<file path="src/rtl/mul16_seq_ctrl_pkg.sv">
// Shared types and constants for the sequential 16x16 multiply controller.
// Partial-product shifts are fixed by the default split point (DEF_SPLIT).
package mul16_seq_ctrl_pkg;

  localparam int DEF_W       = 16;
  localparam int DEF_SPLIT   = 7;
  localparam int DEF_MUL_W   = 9;
  localparam int DEF_MUL_LAT = 1;

  typedef enum logic [2:0] {
    IDLE,
    ISSUE,
    WAIT,
    ACC,
    DONE
  } state_t;

  typedef logic [1:0] pp_idx_t;

  // Alignment of PP k: low*low, low*high, high*low, high*high.
  localparam int PP_SHIFT [4] = '{0, DEF_SPLIT, DEF_SPLIT, 2 * DEF_SPLIT};

  // Latency counter width; never narrower than one bit so MUL_LAT=0 still elaborates.
  function automatic int lat_cnt_w(input int mul_lat);
    return (mul_lat < 1) ? 1 : $clog2(mul_lat + 1);
  endfunction

endpackage

</file>
<file path="src/rtl/mul16_seq_ctrl_if.sv">
// Operand/result handshakes plus the shared sub-multiplier port of mul16_seq_ctrl.
// slave is the controller's view; master is the issue stage / multiplier side.
interface mul16_seq_ctrl_if
  import mul16_seq_ctrl_pkg::*;
#(
  parameter int W     = DEF_W,
  parameter int MUL_W = DEF_MUL_W
) ();

  logic                 in_valid;
  logic                 in_ready;
  logic [W-1:0]         in_a;
  logic [W-1:0]         in_b;
  logic                 out_valid;
  logic                 out_ready;
  logic [2*W-1:0]       out_p;
  logic                 mul_req;
  logic [MUL_W-1:0]     mul_a;
  logic [MUL_W-1:0]     mul_b;
  logic [2*MUL_W-1:0]   mul_p;
  logic                 busy;

  modport slave (
    input  in_valid, in_a, in_b, out_ready, mul_p,
    output in_ready, out_valid, out_p, mul_req, mul_a, mul_b, busy
  );

  modport master (
    output in_valid, in_a, in_b, out_ready, mul_p,
    input  in_ready, out_valid, out_p, mul_req, mul_a, mul_b, busy
  );

endinterface

</file>
<file path="src/rtl/mul16_pp_align.sv">
// Zero-extends a sub-multiplier product and shifts it to the weight of partial product k.
module mul16_pp_align
  import mul16_seq_ctrl_pkg::*;
#(
  parameter int W     = DEF_W,
  parameter int MUL_W = DEF_MUL_W
) (
  input  logic [2*MUL_W-1:0] mul_p,
  input  pp_idx_t            k,
  output logic [2*W-1:0]     addend
);

  logic [2*W-1:0] ext;

  assign ext    = {{(2*W - 2*MUL_W){1'b0}}, mul_p};
  assign addend = ext << PP_SHIFT[k];

endmodule

</file>
<file path="src/rtl/mul16_seq_ctrl.sv">
// Sequential 16x16 multiply controller time-sharing one 9x9 sub-multiplier over four partial products.
// Define MUL16_SEQ_CTRL_LL_SKIP_EN to drop the low x low partial product (faster, underestimates).
module mul16_seq_ctrl
  import mul16_seq_ctrl_pkg::*;
#(
  parameter int W       = DEF_W,
  parameter int SPLIT   = DEF_SPLIT,
  parameter int MUL_W   = DEF_MUL_W,
  parameter int MUL_LAT = DEF_MUL_LAT
) (
  input logic             clk,
  input logic             rst,
  mul16_seq_ctrl_if.slave bus
);

  localparam int CNT_W = lat_cnt_w(MUL_LAT);
  localparam logic [CNT_W-1:0] CNT_LOAD = (MUL_LAT > 1) ? CNT_W'(MUL_LAT - 2) : '0;

`ifdef MUL16_SEQ_CTRL_LL_SKIP_EN
  localparam pp_idx_t K_FIRST = 2'd1;
`else
  localparam pp_idx_t K_FIRST = 2'd0;
`endif

  state_t           state_q, state_d;
  pp_idx_t          k_q, k_d;
  logic [CNT_W-1:0] cnt_q, cnt_d;
  logic [2*W-1:0]   acc_q, acc_d;
  logic [2*W-1:0]   addend;
  logic [MUL_W-1:0] a_h, b_h;
  logic [SPLIT-1:0] a_l, b_l;
  logic             accept;
  logic             do_acc;
  logic             mul_req;

  mul16_pp_align #(
    .W     (W),
    .MUL_W (MUL_W)
  ) u_align (
    .mul_p  (bus.mul_p),
    .k      (k_q),
    .addend (addend)
  );

  // With MUL_LAT=0 the product is ready in the issue cycle, so ISSUE accumulates itself.
  always_comb begin
    state_d = state_q;
    k_d     = k_q;
    cnt_d   = cnt_q;
    acc_d   = acc_q;
    accept  = 1'b0;
    do_acc  = 1'b0;
    mul_req = 1'b0;
    case (state_q)
      IDLE: begin
        if (bus.in_valid) begin
          accept  = 1'b1;
          acc_d   = '0;
          k_d     = K_FIRST;
          state_d = ISSUE;
        end
      end
      ISSUE: begin
        mul_req = 1'b1;
        if (MUL_LAT == 0) begin
          do_acc = 1'b1;
        end else if (MUL_LAT > 1) begin
          cnt_d   = CNT_LOAD;
          state_d = WAIT;
        end else begin
          state_d = ACC;
        end
      end
      WAIT: begin
        if (cnt_q == '0) begin
          state_d = ACC;
        end else begin
          cnt_d = cnt_q - 1'b1;
        end
      end
      ACC: begin
        do_acc = 1'b1;
      end
      DONE: begin
        if (bus.out_ready) begin
          state_d = IDLE;
        end
      end
      default: begin
        state_d = IDLE;
      end
    endcase
    if (do_acc) begin
      acc_d = acc_q + addend;
      if (k_q == 2'd3) begin
        state_d = DONE;
      end else begin
        k_d     = k_q + 2'd1;
        state_d = ISSUE;
      end
    end
  end

  always_comb begin
    bus.mul_a = '0;
    bus.mul_b = '0;
    case (k_q)
      2'd0: begin
        bus.mul_a = MUL_W'(a_l);
        bus.mul_b = MUL_W'(b_l);
      end
      2'd1: begin
        bus.mul_a = MUL_W'(a_l);
        bus.mul_b = b_h;
      end
      2'd2: begin
        bus.mul_a = a_h;
        bus.mul_b = MUL_W'(b_l);
      end
      default: begin
        bus.mul_a = a_h;
        bus.mul_b = b_h;
      end
    endcase
  end

  always_ff @(posedge clk) begin
    if (rst) begin
      state_q <= IDLE;
      k_q     <= '0;
      cnt_q   <= '0;
      acc_q   <= '0;
      a_h     <= '0;
      a_l     <= '0;
      b_h     <= '0;
      b_l     <= '0;
    end else begin
      state_q <= state_d;
      k_q     <= k_d;
      cnt_q   <= cnt_d;
      acc_q   <= acc_d;
      if (accept) begin
        a_h <= bus.in_a[W-1:SPLIT];
        a_l <= bus.in_a[SPLIT-1:0];
        b_h <= bus.in_b[W-1:SPLIT];
        b_l <= bus.in_b[SPLIT-1:0];
      end
    end
  end

  assign bus.in_ready  = (state_q == IDLE);
  assign bus.out_valid = (state_q == DONE);
  assign bus.out_p     = (state_q == DONE) ? acc_q : '0;
  assign bus.mul_req   = mul_req;
  assign bus.busy      = (state_q != IDLE);

endmodule

</file>
<file path="src/flat_wrapper.sv">
// flat-port wrapper written by rule: the top's interface ports become plain ports
module mul16_seq_ctrl_flat import mul16_seq_ctrl_pkg::*;
#(
  parameter int W       = DEF_W,
  parameter int SPLIT   = DEF_SPLIT,
  parameter int MUL_W   = DEF_MUL_W,
  parameter int MUL_LAT = DEF_MUL_LAT
)
  (clk, rst, bus_in_valid, bus_in_a, bus_in_b, bus_out_ready, bus_mul_p, bus_in_ready, bus_out_valid, bus_out_p, bus_mul_req, bus_mul_a, bus_mul_b, bus_busy);
  mul16_seq_ctrl_if #(.W(W), .MUL_W(MUL_W)) bus_i ();
  input logic clk;
  input logic rst;
  input wire logic [$bits(bus_i.in_valid)-1:0] bus_in_valid;
  input wire logic [$bits(bus_i.in_a)-1:0] bus_in_a;
  input wire logic [$bits(bus_i.in_b)-1:0] bus_in_b;
  input wire logic [$bits(bus_i.out_ready)-1:0] bus_out_ready;
  input wire logic [$bits(bus_i.mul_p)-1:0] bus_mul_p;
  output wire logic [$bits(bus_i.in_ready)-1:0] bus_in_ready;
  output wire logic [$bits(bus_i.out_valid)-1:0] bus_out_valid;
  output wire logic [$bits(bus_i.out_p)-1:0] bus_out_p;
  output wire logic [$bits(bus_i.mul_req)-1:0] bus_mul_req;
  output wire logic [$bits(bus_i.mul_a)-1:0] bus_mul_a;
  output wire logic [$bits(bus_i.mul_b)-1:0] bus_mul_b;
  output wire logic [$bits(bus_i.busy)-1:0] bus_busy;
  assign bus_i.in_valid = bus_in_valid;
  assign bus_i.in_a = bus_in_a;
  assign bus_i.in_b = bus_in_b;
  assign bus_i.out_ready = bus_out_ready;
  assign bus_i.mul_p = bus_mul_p;
  assign bus_in_ready = bus_i.in_ready;
  assign bus_out_valid = bus_i.out_valid;
  assign bus_out_p = bus_i.out_p;
  assign bus_mul_req = bus_i.mul_req;
  assign bus_mul_a = bus_i.mul_a;
  assign bus_mul_b = bus_i.mul_b;
  assign bus_busy = bus_i.busy;
  mul16_seq_ctrl #(.W(W), .SPLIT(SPLIT), .MUL_W(MUL_W), .MUL_LAT(MUL_LAT)) u_core (.clk(clk), .rst(rst), .bus(bus_i));
endmodule
</file>
<file path="config.mk">
export PLATFORM = sky130hd
export DESIGN_NAME = mul16_seq_ctrl_flat
export DESIGN_NICKNAME = d
export VERILOG_FILES = /design/src/rtl/mul16_seq_ctrl_pkg.sv /design/src/rtl/mul16_seq_ctrl_if.sv /design/src/rtl/mul16_pp_align.sv /design/src/rtl/mul16_seq_ctrl.sv /design/src/flat_wrapper.sv
export SDC_FILE = /design/constraint.sdc
export NUM_CORES = 1
export LEC_CHECK = 0
export CAP_MARGIN = 15
export CORE_MARGIN = 2
export CORE_UTILIZATION = 30
export DETAILED_ROUTE_END_ITERATION = 6
export PLACE_DENSITY_LB_ADDON = 0.12
export REMOVE_ABC_BUFFERS = 1
export SYNTH_ARGS = -nofsm -noshare
export SYNTH_HDL_FRONTEND = slang
export SYNTH_HIERARCHICAL = 1
export SYNTH_SLANG_ARGS = --single-unit
</file>
<file path="constraint.sdc">
create_clock -name clk -period 10.89 [get_ports clk]
set_input_delay 2.178 -clock clk [delete_from_list [all_inputs] [get_ports clk]]
set_output_delay 2.178 -clock clk [all_outputs]
set_load 0.005 [all_outputs]
</file>
==> results of run 1 <==
## sequential cells by signal, indices dropped and copies added, names as in the netlist
| name | cells |
|---|---|
| u_core/state_q | 3 |
| u_core/a_h | 9 |
| u_core/b_h | 9 |
| u_core/acc_q | 32 |
| u_core/a_l | 7 |
| u_core/k_q | 2 |
| u_core/b_l | 7 |
## cell families after synthesis
| group | synth area share, % |
|---|---|
| XOR/XNOR | 4.01 |
| AND/OR/NAND/NOR | 21.7 |
| adder cells (fa/ha/maj) | 9.21 |
| AO/OA/AOI/OAI | 22.6 |
| flip-flops | 26.3 |
| buffers and inverters | 4.34 |
| multiplexers | 11.7 |
## path summary, 6_finish.rpt
path	startpoint	end	slack, ps
hold reg to reg	u_core/b_h[8]$_SDFFE_PP0P_	u_core/b_h[8]$_SDFFE_PP0P_	450
hold / removal	u_core/b_h[8]$_SDFFE_PP0P_	u_core/b_h[8]$_SDFFE_PP0P_	450
setup reg to reg	u_core/k_q[1]$_SDFF_PP0_	u_core/acc_q[31]$_SDFFE_PP0P_	5760
setup / recovery	bus_mul_p[4]	u_core/acc_q[31]$_SDFFE_PP0P_	5480
## stage by stage
step           cells  util, %  area, um2
4_1_cts          978     39.7       6830
6_report         978     39.7       6830
5_1_grt          978     39.7       6830
3_5_place_dp     962     37.7       6480
3_3_place_gp     962     37.7       6480
2_1_floorplan    624        -       5080
## routing by layer
layer  wire length, um  GRT usage (%)
met5                 0              0
met4               326           6.48
met3               831           3.73
met2              6900           27.4
met1              7190           22.2
## cells in the mapped netlist (4+ instances only)
cell      number
nand2_1       94
a21oi_1       70
dfxtp_1       69
nor2_1        55
and2_1        40
ha_1          37
mux2_2        30
clkbuf_1      26
mux2i_1       25
nand3_1       18
xnor2_1       18
inv_1         16
a22o_1        14
o21ai_0       14
a21o_1        10
nor2b_1        9
nor3_1         9
o21ai_1        9
a211oi_1       8
nand2b_1       6
o22ai_1        6
xor2_1         6
buf_2          5
o21a_1         5
a31oi_1        4
## layout make-up
type	instances	area share, %
Clock buffer	11	3.56
Clock inverter	5	1.56
Inverter	17	0.935
Multi-Input combinational cell	538	53.3
Sequential cell	69	20.2
Tap cell	225	4.12
Timing Repair Buffer	113	16.3
## worst max-delay path: cells and delay by family
kind,cells,cell delay (ps)
AOI/OAI and AO/OA,5,1220
muxes,3,720
and+or+nand+nor,4,650
buffers and inverters,1,520
adders and majority gates,1,410
## power groups by stage
stage	Clock, mW	Combinational, mW	Sequential [mW]
finish	0.352	0.181	0.273
global route	0.370	0.200	0.275
CTS	0.361	0.182	0.273
detailed placement	0	0.180	0.279
global placement	0	0.180	0.278
floorplan	0	0.113	0.276
==> results.json, run 1 <==
{
  "yosysSeqAreaShare_pct": 26.3,
  "fp.dieArea_um2": 18500,
  "syn_area_per_cell_um2": 7.96,
  "cts.sinks": 69,
  "grt_usage_pct": 17.0,
  "wire_per_inst_um": 15.6,
  "area_growth_syn_to_layout_pct": 30.2,
  "combPwrFrac_pct": 22.4,
  "fin_worst_skew_ps": 8.46,
  "synth_cell_type_count": 68,
  "crit_required_ps": 11180,
  "insertion_delay_ps": 350,
  "synthesis.area_um2": 5240,
  "path_max_fanout": 4,
  "power.switching_mw": 0.226,
  "drv_cap": 0,
  "root_buffer": "clkbuf_16",
  "timing_max_transition_violations_final": 0,
  "numCtsBuffers": 9,
  "hp-class": "reg2reg",
  "final.fill_count": 1835,
  "setup_slack_ps": 5480,
  "initial_utilization_pct": 30.5,
  "whs_ps": 451,
  "yosys_warnings": 6,
  "synth.top_cell.area_share_pct": 26.3,
  "hpwl_um": 11400,
  "powerDensity_nw_per_um2": 118,
  "ys_top_cells_by_area": "dfxtp_1 (26%), ha_1 (8.8%), nand2_1 (6.7%), a21oi_1 (6.7%), mux2_2 (6.4%)",
  "crit_arrival_ps": 5690,
  "clkPwrFrac_pct": 43.7,
  "n_antenna_cell": 0,
  "vias_per_cell": 5.07,
  "cpPeakStageDelay_ps": 520,
  "post_cts_resized": 0,
  "drt_iter0_drc": 231,
  "drt-pass1-iter-count": 4,
  "p_leak_nw": 2.74,
  "place.gp.congestion": 0.832,
  "fin_crit_sh_pct": 49.6,
  "min_path_cells": 2,
  "drive_above_1_share_pct": 9.43,
  "layout_common_cells": "clkdlybuf4s50_1 (106), nand2_1 (94), a21oi_1 (70)",
  "post_cts_buffers": 0,
  "portBuffers": 107,
  "fp.dieH_um": 136,
  "grt_max_degree": 57,
  "reg2reg_depth": 15,
  "startpoint_type": "primary input",
  "routed-via-count": 4954,
  "register_area_um2": 1380,
  "tightest_slew_ps": 1050,
  "place_ws_ps": 5110,
  "drt-total-wl_um": 15200,
  "grt_pass1_wl_um": 25000,
  "hold_viol": 0,
  "drc": 0,
  "status": "finished clean",
  "ys_ff_latch": 69,
  "intPower_mw": 0.579,
  "swShare_pct": 28.1,
  "seq_power_share_pct": 33.9,
  "die_w_um": 136,
  "tns_ps": 0,
  "nNetsFinal": 840,
  "multi_input_area_um2": 3640,
  "syn_inst": 659,
  "path_class": "in2reg",
  "path_cells": "clkdlybuf4s50_1 -> mux2_2 -> mux2i_1 -> o22ai_1 -> ha_1 -> nor2_1 -> nor2b_1 -> nor2_1 -> nor3_1 -> a31oi_2 -> o31a_4 -> mux2i_1 -> a2111oi_1 -> a21o_1",
  "fmax_ghz": 0.185,
  "grt_setup_unrepaired": "false",
  "cts.clk_slew.worst_paths_ps": 60,
  "cts_buffer_depth": 2,
  "synth-edff-count": 0,
  "vdd_drop_max_mv": 0.0732,
  "num_io_pins": 108,
  "async_flop_share_pct": 0,
  "cts_hold_buf": 0,
  "synth_ff_type": "dfxtp_1",
  "slew_headroom_pct": 29.7,
  "grt_pass1_vias": 4932,
  "cts_tree": "done",
  "setup_viol": 0,
  "grt_overflow_total": 0,
  "rows": 48,
  "cts-htree-levels": 3,
  "final_common_cell": "clkdlybuf4s50_1",
  "p_total_mw": 0.806,
  "crit_path_end_kind": "flop",
  "antenna_found_initial": 0,
  "synth_top_area_cell": "dfxtp_1",
  "cp_slowest_cell": "clkdlybuf4s50_1",
  "period_minus_slack_ps": 5410,
  "detail-route-antenna-nets": 0,
  "core_area_um2": 17200
}
Note: power is estimated with default switching activity, not from simulation.
==> inputs of run 2 (changes only) <==
==> constraint.sdc (replaced) <==
create_clock -name clk -period 5.4 [get_ports clk]
set_input_delay 1.08 -clock clk [delete_from_list [all_inputs] [get_ports clk]]
set_output_delay 1.08 -clock clk [all_outputs]
set_load 0.005 [all_outputs]
==> run 2 against run 1 <==
Compared with the run above: count of clock-buffer cells in the layout is 2 lower; non-clock buffer count grew 6; cell count grew 0.51%; first-iteration DRC count shrank 5.6%; sequential power increased by 100%; global-route usage is 0.49 points higher; via count increased by 0.16%; largest power group unchanged; clock skew about the same; critical path depth did not move; clock power is 83% higher; critical path type unchanged; wire length increased by 3.9%; die area did not move.
==> results.json, run 2 (synthesis gave the netlist of run 1 again) <==
{
  "layout_common_cells": "clkdlybuf4s50_1 (106), nand2_1 (94), a21oi_1 (70)",
  "grt_pass1_vias": 4928,
  "fmax_ghz": 0.230,
  "hp-class": "reg2reg",
  "grt_usage_pct": 17.5,
  "area_growth_syn_to_layout_pct": 30.4,
  "numCtsBuffers": 9,
  "final_common_cell": "clkdlybuf4s50_1",
  "drive_above_1_share_pct": 10.2,
  "cts.clk_slew.worst_paths_ps": 60,
  "reg.largest.list": "u_core/acc_q (32), u_core/a_h (9), u_core/b_h (9)",
  "fin_crit_sh_pct": 80.5,
  "cts_tree": "done",
  "drt-pass1-iter-count": 4,
  "path_class": "in2reg",
  "fin_cells": 983,
  "die_w_um": 136,
  "cts-htree-levels": 3,
  "num_io_pins": 108,
  "timing_max_transition_violations_final": 0,
  "crit_arrival_ps": 4640,
  "hold_viol": 0,
  "grt_overflow_total": 0,
  "crit_path_end_kind": "flop",
  "routed-via-count": 4962,
  "place.gp.congestion": 0.919,
  "top_register": "u_core/acc_q",
  "post_cts_buffers": 0,
  "dp.cells": 968,
  "period_minus_slack_ps": 4350,
  "setup_slack_ps": 1050,
  "core_area_um2": 17200,
  "detail-route-antenna-nets": 0,
  "grt_max_degree": 39,
  "drt-total-wl_um": 15800,
  "place_ws_ps": 734,
  "hpwl_um": 12100,
  "root_buffer": "clkbuf_16",
  "drv_cap": 0,
  "cts_hold_buf": 0,
  "drt_iter0_drc": 218,
  "p_total_mw": 1.56,
  "path_max_fanout": 4,
  "fin_worst_skew_ps": 8.57,
  "portBuffers": 107,
  "cts_buffer_depth": 2,
  "setup_viol": 0,
  "cts.sinks": 69,
  "status": "finished clean",
  "tightest_slew_ps": 919,
  "p_leak_nw": 2.76,
  "initial_utilization_pct": 30.5,
  "grt_setup_unrepaired": "false",
  "final_core_util_pct": 39.8,
  "final.fill_count": 1813,
  "fp.dieH_um": 136,
  "antenna_found_initial": 0,
  "rows": 48,
  "crit_required_ps": 5690,
  "fp.dieArea_um2": 18500,
  "vdd_drop_max_mv": 0.155,
  "drc": 0,
  "vias_per_cell": 5.05,
  "insertion_delay_ps": 340,
  "stdcell_area_um2": 6830,
  "whs_ps": 448,
  "post_cts_resized": 0,
  "nNetsFinal": 846,
  "largest_reg_flops": 32,
  "placed_area_um2": 6520,
  "tns_ps": 0,
  "startpoint_type": "primary input",
  "n_antenna_cell": 0,
  "wire_per_inst_um": 16.1,
  "grt_pass1_wl_um": 25300,
  "powerDensity_nw_per_um2": 229,
  "slew_headroom_pct": 38.5
}
[run 2: cell types whose count changed in the layout (fill, tap and decap cells not counted), sizes merged]
cell	delta
clkinvlp	-1
bufinv	-1
clkbuf	-2
clkinv	+3
buf	+6
[run 2: worst max-delay path, cell delays in order]
cell,delay (ps)
clkdlybuf4s50_1,510
mux2_2,330
mux2i_1,240
o22ai_1,180
ha_1,430
nor2_1,100
nor2b_1,160
nor2_1,70
nor3_1,300
a31oi_2,220
o31a_4,410
mux2i_1,140
a2111oi_1,340
a21o_1,120
[run 2: cell type report]
| type | instances | area [um2] | share of cell area, % |
|---|---|---|---|
| inverter | 17 | 63.8 | 0.934 |
| multi-input combinational | 538 | 3640 | 53.2 |
| clock buffer | 9 | 225 | 3.30 |
| timing repair buffer | 119 | 1160 | 16.9 |
| sequential | 69 | 1380 | 20.2 |
| clock inverter | 6 | 87.6 | 1.28 |
| tap | 225 | 282 | 4.12 |
[run 2: power breakdown]
part           switching [mW]  internal (mW)  total (mW)
clock network           0.241          0.403       0.644
logic                   0.199          0.170       0.369
registers              0.0174          0.534       0.551
[run 2: layer usage]
metal  GRT usage [%]  vias to the layer above  wire (um)
met5               0                        -          0
met4            5.67                        0        282
met3            3.39                       19        766
met2            30.1                      119       7510
met1            22.0                     2295       7280
li1                -                     2529          -
[run 2: worst paths after layout]
path | startpoint | slack, ps | to | cells past startpoint
worst min register to register | u_core/b_h[8]$_SDFFE_PP0P_ | 450 | u_core/b_h[8]$_SDFFE_PP0P_ | 2
worst max register to register | u_core/k_q[1]$_SDFF_PP0_ | 1090 | u_core/acc_q[31]$_SDFFE_PP0P_ | 14
worst max-delay path | bus_mul_p[4] | 1050 | u_core/acc_q[31]$_SDFFE_PP0P_ | 14
worst min-delay path | u_core/b_h[8]$_SDFFE_PP0P_ | 450 | u_core/b_h[8]$_SDFFE_PP0P_ | 2
